--- src/rtl/lsu_rd_arb.sv ---
// Round-robin read arbiter: two load requesters share one AXI-style read port,
// one burst outstanding at a time, with sticky response/ID/length error flags.
module lsu_rd_arb #(
    parameter logic [7:0] IRAM_ID = 8'h01,
    parameter logic [7:0] WRAM_ID = 8'h02
) (
    input  logic        clk,
    input  logic        rst_n,
    input  logic        ld0_req_vld,
    input  logic [9:0]  ld0_req_addr,
    input  logic [7:0]  ld0_req_len,
    input  logic [2:0]  ld0_req_size,
    input  logic [2:0]  ld0_req_str,
    input  logic [7:0]  ld0_req_num,
    output logic        ld0_req_rdy,
    output logic        ld0_rvld,
    output logic [63:0] ld0_rdata,
    output logic        ld0_rlast,
    input  logic        ld0_rrdy,
    input  logic        ld1_req_vld,
    input  logic [9:0]  ld1_req_addr,
    input  logic [7:0]  ld1_req_len,
    input  logic [2:0]  ld1_req_size,
    input  logic [2:0]  ld1_req_str,
    input  logic [7:0]  ld1_req_num,
    output logic        ld1_req_rdy,
    output logic        ld1_rvld,
    output logic [63:0] ld1_rdata,
    output logic        ld1_rlast,
    input  logic        ld1_rrdy,
    output logic [7:0]  lsu_axi_arid,
    output logic [9:0]  lsu_axi_araddr,
    output logic [7:0]  lsu_axi_arlen,
    output logic [2:0]  lsu_axi_arsize,
    output logic [1:0]  lsu_axi_arburst,
    output logic [2:0]  lsu_axi_arstr,
    output logic [7:0]  lsu_axi_arnum,
    output logic        lsu_axi_arvld,
    input  logic        axi_lsu_arrdy,
    input  logic [7:0]  axi_lsu_rid,
    input  logic [63:0] axi_lsu_rdata,
    input  logic [1:0]  axi_lsu_rresp,
    input  logic        axi_lsu_rlast,
    input  logic        axi_lsu_rvld,
    output logic        lsu_axi_rrdy,
    output logic        arb_busy,
    output logic [2:0]  arb_err,
    input  logic        err_clr
);

    typedef enum logic [1:0] {StIdle, StAr, StR} state_e;

    state_e      state_q;
    logic        owner_q;
    logic        prio_q;   // 1: ld1 wins a tie, 0: ld0 wins a tie
    logic [7:0]  id_q;
    logic [9:0]  addr_q;
    logic [7:0]  len_q;
    logic [2:0]  size_q;
    logic [2:0]  str_q;
    logic [7:0]  num_q;
    logic [7:0]  cnt_q;
    logic [2:0]  err_q;

    logic        gnt0;
    logic        gnt1;
    logic        in_r;
    logic        beat;
    logic [2:0]  err_set;

    always_comb begin
        gnt0 = 1'b0;
        gnt1 = 1'b0;
        if (state_q == StIdle) begin
            if (ld0_req_vld && ld1_req_vld) begin
                gnt0 = ~prio_q;
                gnt1 = prio_q;
            end else begin
                gnt0 = ld0_req_vld;
                gnt1 = ld1_req_vld;
            end
        end
    end

    assign ld0_req_rdy = gnt0;
    assign ld1_req_rdy = gnt1;

    assign in_r         = (state_q == StR);
    assign lsu_axi_rrdy = in_r & (owner_q ? ld1_rrdy : ld0_rrdy);
    assign beat         = in_r & axi_lsu_rvld & lsu_axi_rrdy;

    assign ld0_rvld  = in_r & ~owner_q & axi_lsu_rvld;
    assign ld1_rvld  = in_r & owner_q & axi_lsu_rvld;
    assign ld0_rlast = in_r & ~owner_q & axi_lsu_rlast;
    assign ld1_rlast = in_r & owner_q & axi_lsu_rlast;
    assign ld0_rdata = axi_lsu_rdata;
    assign ld1_rdata = axi_lsu_rdata;

    // Length check compares the pre-increment count: the last beat of arlen+1 beats sees arlen.
    assign err_set = {beat & axi_lsu_rlast & (cnt_q != len_q),
                      beat & (axi_lsu_rid != id_q),
                      beat & (axi_lsu_rresp != 2'b00)};

    assign lsu_axi_arid    = id_q;
    assign lsu_axi_araddr  = addr_q;
    assign lsu_axi_arlen   = len_q;
    assign lsu_axi_arsize  = size_q;
    assign lsu_axi_arburst = 2'b01;
    assign lsu_axi_arstr   = str_q;
    assign lsu_axi_arnum   = num_q;
    assign lsu_axi_arvld   = (state_q == StAr);
    assign arb_busy        = (state_q != StIdle);
    assign arb_err         = err_q;

    always_ff @(posedge clk) begin
        if (!rst_n) begin
            state_q <= StIdle;
            owner_q <= 1'b0;
            prio_q  <= 1'b0;
            id_q    <= 8'h00;
            addr_q  <= 10'h000;
            len_q   <= 8'h00;
            size_q  <= 3'b000;
            str_q   <= 3'b000;
            num_q   <= 8'h00;
            cnt_q   <= 8'h00;
            err_q   <= 3'b000;
        end else begin
            err_q <= (err_clr ? 3'b000 : err_q) | err_set;
            unique case (state_q)
                StIdle: begin
                    if (gnt0 || gnt1) begin
                        state_q <= StAr;
                        owner_q <= gnt1;
                        prio_q  <= gnt0;
                        id_q    <= gnt1 ? WRAM_ID : IRAM_ID;
                        addr_q  <= gnt1 ? ld1_req_addr : ld0_req_addr;
                        len_q   <= gnt1 ? ld1_req_len : ld0_req_len;
                        size_q  <= gnt1 ? ld1_req_size : ld0_req_size;
                        str_q   <= gnt1 ? ld1_req_str : ld0_req_str;
                        num_q   <= gnt1 ? ld1_req_num : ld0_req_num;
                    end
                end
                StAr: begin
                    if (axi_lsu_arrdy) begin
                        state_q <= StR;
                        cnt_q   <= 8'h00;
                    end
                end
                StR: begin
                    if (beat) begin
                        cnt_q <= cnt_q + 8'd1;
                        if (axi_lsu_rlast) state_q <= StIdle;
                    end
                end
                default: state_q <= StIdle;
            endcase
        end
    end

endmodule

--- config.mk ---
export PLATFORM = sky130hd
export DESIGN_NAME = lsu_rd_arb
export DESIGN_NICKNAME = d
export VERILOG_FILES = /design/src/rtl/lsu_rd_arb.sv
export SDC_FILE = /design/constraint.sdc
export NUM_CORES = 1
export LEC_CHECK = 0
export ABC_AREA = 1
export BUFFER_PORTS_ARGS = -buffer_cell sky130_fd_sc_hd__buf_2
export CAP_MARGIN = 5
export CORE_AREA = 4 4 127 129
export DETAILED_ROUTE_END_ITERATION = 8
export DIE_AREA = 0 0 131 133
export PLACE_DENSITY = 0.62
export SLEW_MARGIN = 40
export SYNTH_ARGS = -nofsm -noshare
export SYNTH_HDL_FRONTEND = slang
export SYNTH_SLANG_ARGS = --single-unit
--- constraint.sdc ---
create_clock -name clk -period 2.4 [get_ports clk]
set_input_delay 0.12 -clock clk [delete_from_list [all_inputs] [get_ports clk]]
set_output_delay 0.12 -clock clk [all_outputs]
set_load 0.02 [all_outputs]
## Yosys cells after proc, flatten, opt, wreduce, memory -nomap -nowiden

Cells that the tools add are included.
Widths: inputs -> output; s select.

| storage, ports and cells | value |
|---|---|
| input port bits | 148 |
| output and inout bits | 182 |
| flip-flop bits (word level) | 55 |
| word-level logic and storage cells | 65 |

| operators by class | value |
|---|---|
| muxes and demuxes | 20 |
| equality and inequality tests | 8 |
| bitwise logic cells | 16 |
| reduce and logical (&&, ||, !) cells | 9 |
| $add $sub $neg | 1 |

Operators by type and width:

| kind | number |
|---|---|
| $mux 8 | 4 |
| $ne 8x8->1 | 2 |
| $pmux 8 s2 | 1 |
| $and 1x1->1 | 13 |
| $mux 10 | 1 |
| $mux 2 | 5 |
| $mux 3 | 3 |
| $add 8x1->8 const B | 1 |
| $ne 2x1->1 const B | 3 |
| $pmux 2 s3 | 1 |
| $reduce_bool 2->1 | 3 |
| $mux 1 | 5 |
| $reduce_and 4->1 | 1 |
| $or 3x3->3 | 1 |
| $reduce_and 3->1 | 1 |
| $eq 2x1->1 const B | 1 |
| $eq 2x2->1 const B | 1 |
| $logic_not 2->1 | 1 |
| $ne 2x2->1 const B | 1 |
| $not 1->1 | 2 |
| $reduce_and 2->1 | 1 |
| $logic_and 1x1->1 | 1 |
| $logic_or 1x1->1 | 1 |

## Logic depth before layout (Yosys ltp)

Gate-level depths: netlist of run 1.

| depth | value |
|---|---|
| word-level depth | 6 |
| depth in mapped cells | 10 |
| mapped depth without buffers | 9 |

## Worst setup path after synthesis of run 1

OpenSTA, ideal clock, no wires.

| path | value |
|---|---|
| path kind | register to output |
| start point | reg state_q[1] |
| end point | out ld0_rlast |
| path slack | 1,020 ps |
| stages on the path, launching flop included | 7 |
| arrival time | 1,260 ps |
| path through | dfxtp_1 > inv_1 > nor2_1 > buf_2 > inv_1 > or2_1 > nor2_1 |

| between the ends | value |
|---|---|
| word-level cells in the longest chain between the ends | 3 |

Ends and longest elaborated chain:

| what | line | text |
|---|---|---|
| start, declared | 53 | `state_e state_q;` |
| start signal, assigned | 117 | `state_q <= StIdle;` |
| start signal, assigned | 133 | `state_q <= StAr;` |
| start signal, assigned | 146 | `state_q <= StR;` |
| $eq 2x2->1 | 88 | `assign in_r = (state_q == StR);` |
| $and 1x1->1 (2 in series) | 94 | `assign ld0_rlast = in_r & ~owner_q & axi_lsu_rlast;` |
| end, declared | 18 | `output logic ld0_rlast,` |

No other way between the ends.

## Worst setup path after layout of run 1

| path | value |
|---|---|
| start point | reg state_q[1] |
| end point | out ld0_rvld |

| between the ends | value |
|---|---|
| word-level cells in the longest chain between the ends | 3 |

Ends and longest elaborated chain:

| what | line | text |
|---|---|---|
| $eq 2x2->1 | 88 |  |
| $and 1x1->1 (2 in series) | 92 | `assign ld0_rvld = in_r & ~owner_q & axi_lsu_rvld;` |
| end, declared | 16 | `output logic ld0_rvld,` |

No other way between the ends.

==> results of run 1 <==
[metal layers]
metal  part of all wire  up-vias  routed length [um]  global-route usage
li1                   -     1534                   -                   -
met1               0.38     1229                3570               0.112
met2               0.46      144                4280               0.168
met3               0.10       51                 940              0.0501
met4              0.058        0                 544              0.0703
met5                  0        -                   0                   0
[report_power, final]
| part | total (mW) | internal [mW] | switching [mW] |
|---|---|---|---|
| clock | 0.858 | 0.549 | 0.309 |
| sequential | 0.956 | 0.890 | 0.0666 |
| combinational | 0.729 | 0.261 | 0.468 |
[flip-flops by register name, summed over array words and instances, names as in the netlist]
name / cells
lsu_axi_arstr: 3
cnt_q: 8
arb_err: 3
prio_q: 1
lsu_axi_arsize: 3
lsu_axi_arlen: 8
state_q: 2
owner_q: 1
lsu_axi_arnum: 8
lsu_axi_araddr: 10
lsu_axi_arid: 1
[cell type report]
cell class	count	area, sq um	area share
clock inverters	1	30.0	0.00824
clock buffers	7	153	0.0419
inverters	80	305	0.0838
flip-flops and latches	48	961	0.264
multi-input cells	285	1270	0.349
repair buffers	133	688	0.189
well taps	188	235	0.0646
[final timing paths]
| path | from | endpoint | slack, ns |
|---|---|---|---|
| worst max-delay path | state_q[1] | ld0_rvld | 0.67 |
| worst min-delay path | ld1_req_str[0] | lsu_axi_arstr[0] | 0.11 |
| worst max register to register | state_q[1] | lsu_axi_araddr[7] | 0.74 |
| worst min register to register | arb_err[2] | arb_err[2] | 0.46 |
[placed cells by master (no fill, tap or decap), types with 5 or more instances in the layout]
master	instances
dfxtp_1	48
clkbuf_16	5
a21oi_1	43
nor2_1	23
conb_1	8
nand3_1	13
nand2_1	149
o21ai_0	9
inv_1	77
buf_2	129
o21ai_1	26
[stage by stage]
| step | util | total power [mW] | hold WS (ns) | setup slack, ns | cell area, sq um |
|---|---|---|---|---|---|
| detailed placement | 0.230 | 1.72 | 0.240 | 0.729 | 3460 |
| finish | 0.242 | 2.54 | 0.105 | 0.668 | 3640 |
| floorplan | - | 1.79 | 0.258 | 1.02 | 3680 |
| CTS | 0.242 | 2.60 | 0.0905 | 0.619 | 3640 |
| global route | 0.242 | 2.75 | 0.115 | 0.503 | 3640 |
| global placement | 0.230 | 1.72 | 0.240 | 0.766 | 3460 |
[cells by family after synthesis]
logic type / count (synthesis) / share of synthesized area
DFF: 48 / 0.263
adders and majority gates: 1 / 0.00342
and+or+nand+nor: 193 / 0.217
AOI/OAI and AO/OA: 78 / 0.107
buffers and inverters: 234 / 0.396
other: 2 / 0.00205
xor gates and xnor gates: 5 / 0.0120
[worst register-to-register path: stages, from the launching register on]
cell     delay [ns]
dfxtp_1        0.39
nor2_4         0.08
nand3_4        0.09
inv_4          0.15
nor2_8         0.37
buf_12         0.24
a21oi_1        0.11
o21ai_1        0.09
inv_1          0.05
==> results.cfg, run 1 <==
[status]
outcome = completed

[yosys]
synth_edf_count = 0
synth_flop_cell = dfxtp_1
yosysUniqueCellTypes = 27
synth_area_sq_um = 3660
synth.most_common_cell = nand2_1
syn_area_per_cell_sq_um = 6.52
yosys.area.top_type = buf_4
synthTopCellsByArea = buf_4 (29%), dfxtp_1 (26%), nand2_1 (15%), inv_1 (7.9%), a21oi_1 (5.9%)
netlist.area_leader.share = 0.290
synth.yosys.seq_area_share = 0.263
ys_top_cells_by_count = nand2_1 (149), buf_4 (141), inv_1 (77), dfxtp_1 (48), a21oi_1 (43)
async_reset_ff_frac = 0
yosysWarnings = 0
synthCells = 561
ys_ff_latch = 48

[floorplanning]
die_h_um = 133
die-area_sq_um = 17400
initial_core_util = 0.243
die_width_um = 131
num_rows = 45
io_pins = 330
coreArea_sq_um = 15000

[global_route]
gr-total-overflow = 0
grt_usage = 0.106
grt_max_degree = 36
grt_pass1_vias = 2850
antenna_found_initial = 0
grt_pass1_wl_um = 14400

[critical_path]
path_depth = 7
crit_fanout = 11
crit_chain = inv_1 > nor2_1 > buf_4 > inv_1 > or2_1 > nor2_1 > buf_2
required_ns = 2.28
crit_path_start_kind = flop
critPathKind = flop to output port
slowest_stage = dfxtp_1
critPathMaxStageDelay_ns = 0.39
reg2regPathDepth = 8
cp_top_family = buffers and inverters
arrival_ns = 1.61
cp-end-kind = output port
crit_buf_inv = 4

[min_path]
hold_depth = 5
hp-class = primary input to flop

[drt]
routed_wl_um = 9340
firstDrtPassIters = 4
wl_per_cell_um = 12.6
route.detailed.drc = 0
ant_nets = 0
vias_per_cell = 3.99
drtIter0Drc = 74
vias = 2958

[layout]
drive_above_1_share = 0.267
instances_no_fill = 742
fin_nets = 702
area.growth.synth_to_final_pct = -0.342
antenna_cells = 0
fill_cells = 1751

[clocking]
path_clk_slew_ns = 0.07
cts_resized = 0
clock_sinks = 48
cts-root-buf = clkbuf_16
ctsHoldBuffers = 0
h-tree-depth = 2
post-cts-setup-buffers = 0
cts_tree = done
clockBufferDepth = 2
cts_buffers = 5
clkLatencyLatePin_ns = 0.29

[sta]
hold_violations = 0
finalCritPeriodShare = 0.722
max_freq_ghz = 0.577
setup_viol = 0
fin_setup_tns_ns = 0
slew_viol_final = 0
skew_ns = 0.00697
rsz0062_at_grt = no
post-route-min-period_ns = 1.73

[placed_design]
portBuffers = 129
dp_cells = 734
dp_hpwl_um = 7360
gp_congestion = 0.734

[job]
drv_cap = 0

[power]
leakage_nw = 2.05
power_density_nw_per_um2 = 698
irDropWorstVdd_mv = 0.247
Power figures use the tool's default switching activity.
==> inputs of run 2 (changes only) <==
- CORE_AREA: 4 4 127 129 -> 4 4 126 128
- DIE_AREA: 0 0 131 133 -> 0 0 130 132
- PLACE_DENSITY: 0.62 -> 0.63
- clock period: 2.4 -> 1.6 ns (I/O delays scaled with it)
==> run 2 against run 1 <==
Against the previous run:
- first-iteration DRC count rose by 85%
- clock skew fell by 0.0026 ns
- via count fell by 0.95%
- setup slack got worse by 0.58 ns
- routed wire length fell by 1.1%
- sequential power rose by 50%
- utilization rose by 0.77 points
- hold slack got worse by 0.051 ns
- global-route usage rose by 0.22 points
- register-to-register slack got worse by 0.56 ns
- critical endpoint is now ld1_req_rdy
==> results.cfg, run 2 (synthesis gave the netlist of run 1 again) <==
[drt]
routed_wl_um = 9230
ant_nets = 0
wl_per_cell_um = 12.3
route.detailed.drc = 0
drtIter0Drc = 137
vias_per_cell = 3.91
firstDrtPassIters = 4
vias = 2930

[power]
combPwrFrac = 0.293
irDropWorstVdd_mv = 0.459
power_mw = 3.86
leakage_nw = 2.09
p_int_mw = 2.58
clock_power_share = 0.337
power_density_nw_per_um2 = 1040
seqPwrFrac = 0.370
p_sw_mw = 1.29
switching_share = 0.333

[layout]
seq_area_sq_um = 962
largest_reg_flops = 10
instances_no_fill = 749
utilization = 0.250
drive_above_1_share = 0.280
antenna_cells = 0
fin_nets = 709
final_common_cell = nand2_1
final_area_sq_um = 3720
area.growth.synth_to_final_pct = 1.68
mostFrequentLayoutCells = nand2_1 (149), buf_2 (126), inv_1 (77), dfxtp_1 (47), a21oi_1 (43)
multi_input_area_sq_um = 1280
fill_cells = 1742

[placed_design]
dp_slack_ns = 0.203
post_dp_cell_area_sq_um = 3510
gp_congestion = 0.736
dp_cells = 740
dp_hpwl_um = 7340
portBuffers = 129

[floorplanning]
io_pins = 330
initial_core_util = 0.246
coreArea_sq_um = 14900
die_h_um = 132
die-area_sq_um = 17200
die_width_um = 130
num_rows = 45

[clocking]
cts_buffers = 5
h-tree-depth = 2
clockBufferDepth = 2
clkLatencyLatePin_ns = 0.30
cts_tree = done
clock_sinks = 48
cts-root-buf = clkbuf_16
path_clk_slew_ns = 0.07
ctsHoldBuffers = 0

[min_path]
hold_start = ld1_req_size[2]
hp-class = primary input to flop
min_to = lsu_axi_arsize[2]
hold_depth = 5

[job]
drv_cap = 0

[sta]
rsz0062_at_grt = yes
max_freq_ghz = 0.662
skew_ns = 0.00434
setup_viol = 0
hold_ws_ns = 0.0545
fin_setup_tns_ns = 0
finalCritPeriodShare = 0.945
slew_viol_final = 0
hold_violations = 0
fin_ws_ns = 0.0885
post-route-min-period_ns = 1.51

[critical_path]
r2r_slack_ns = 0.18
crit_fanout = 15
regToRegStartpoint = state_q[0]
crit_path_start_kind = flop
startpoint = state_q[0]
cp-end-kind = output port
rr_endpoint = lsu_axi_arsize[0]
critPathKind = flop to output port
reg2regPathDepth = 8
required_ns = 1.52
arrival_ns = 1.43

[global_route]
antenna_found_initial = 2
grt_max_degree = 51
grt_pass1_vias = 2884
grt_usage = 0.109
grt_pass1_wl_um = 14700
gr-total-overflow = 0

[status]
outcome = completed
[run 2: worst max-delay path by stage]
stage                        to  slack [ns]
2_1_floorplan          cnt_q[5]        0.22
3_3_place_gp   lsu_axi_arlen[3]        0.22
3_5_place_dp   lsu_axi_arlen[3]        0.20
4_1_cts                ld0_rvld       0.007
5_1_grt             ld1_req_rdy      -0.005
6_report            ld1_req_rdy        0.09
[run 2: critical path: stages (launching register included)]
cell	delay [ns]
dfxtp_1	0.37
nor2_4	0.17
nand3_4	0.12
inv_8	0.13
buf_4	0.17
buf_2	0.17
[run 2: power groups by stage]
stage               logic (mW)  registers (mW)  clock network, mW
finish                    1.13            1.43               1.30
global route              1.29            1.45               1.40
CTS                       1.15            1.43               1.36
detailed placement        1.14            1.46                  0
global placement          1.14            1.45                  0
floorplan                 1.10            1.59                  0
[run 2: what timing repair did]
action,CTS,global route
pin swaps,0,3
gates resized for setup,2,6
buffers inserted,1,1
setup endpoints to repair,2,5
[run 2: final cells by class]
type                    count  share of cell area
inverters                  80              0.0835
well taps                 188              0.0633
multi-input cells         285               0.344
repair buffers            140               0.201
clock buffers               7              0.0411
clock inverters             1             0.00808
flip-flops and latches     48               0.259
[run 2: layer usage]
layer,wire [um],share of wire,global-route usage
met1,3660,0.40,0.120
met2,4070,0.44,0.168
met3,1100,0.12,0.0519
met4,380,0.041,0.0647
met5,21,0.0023,0
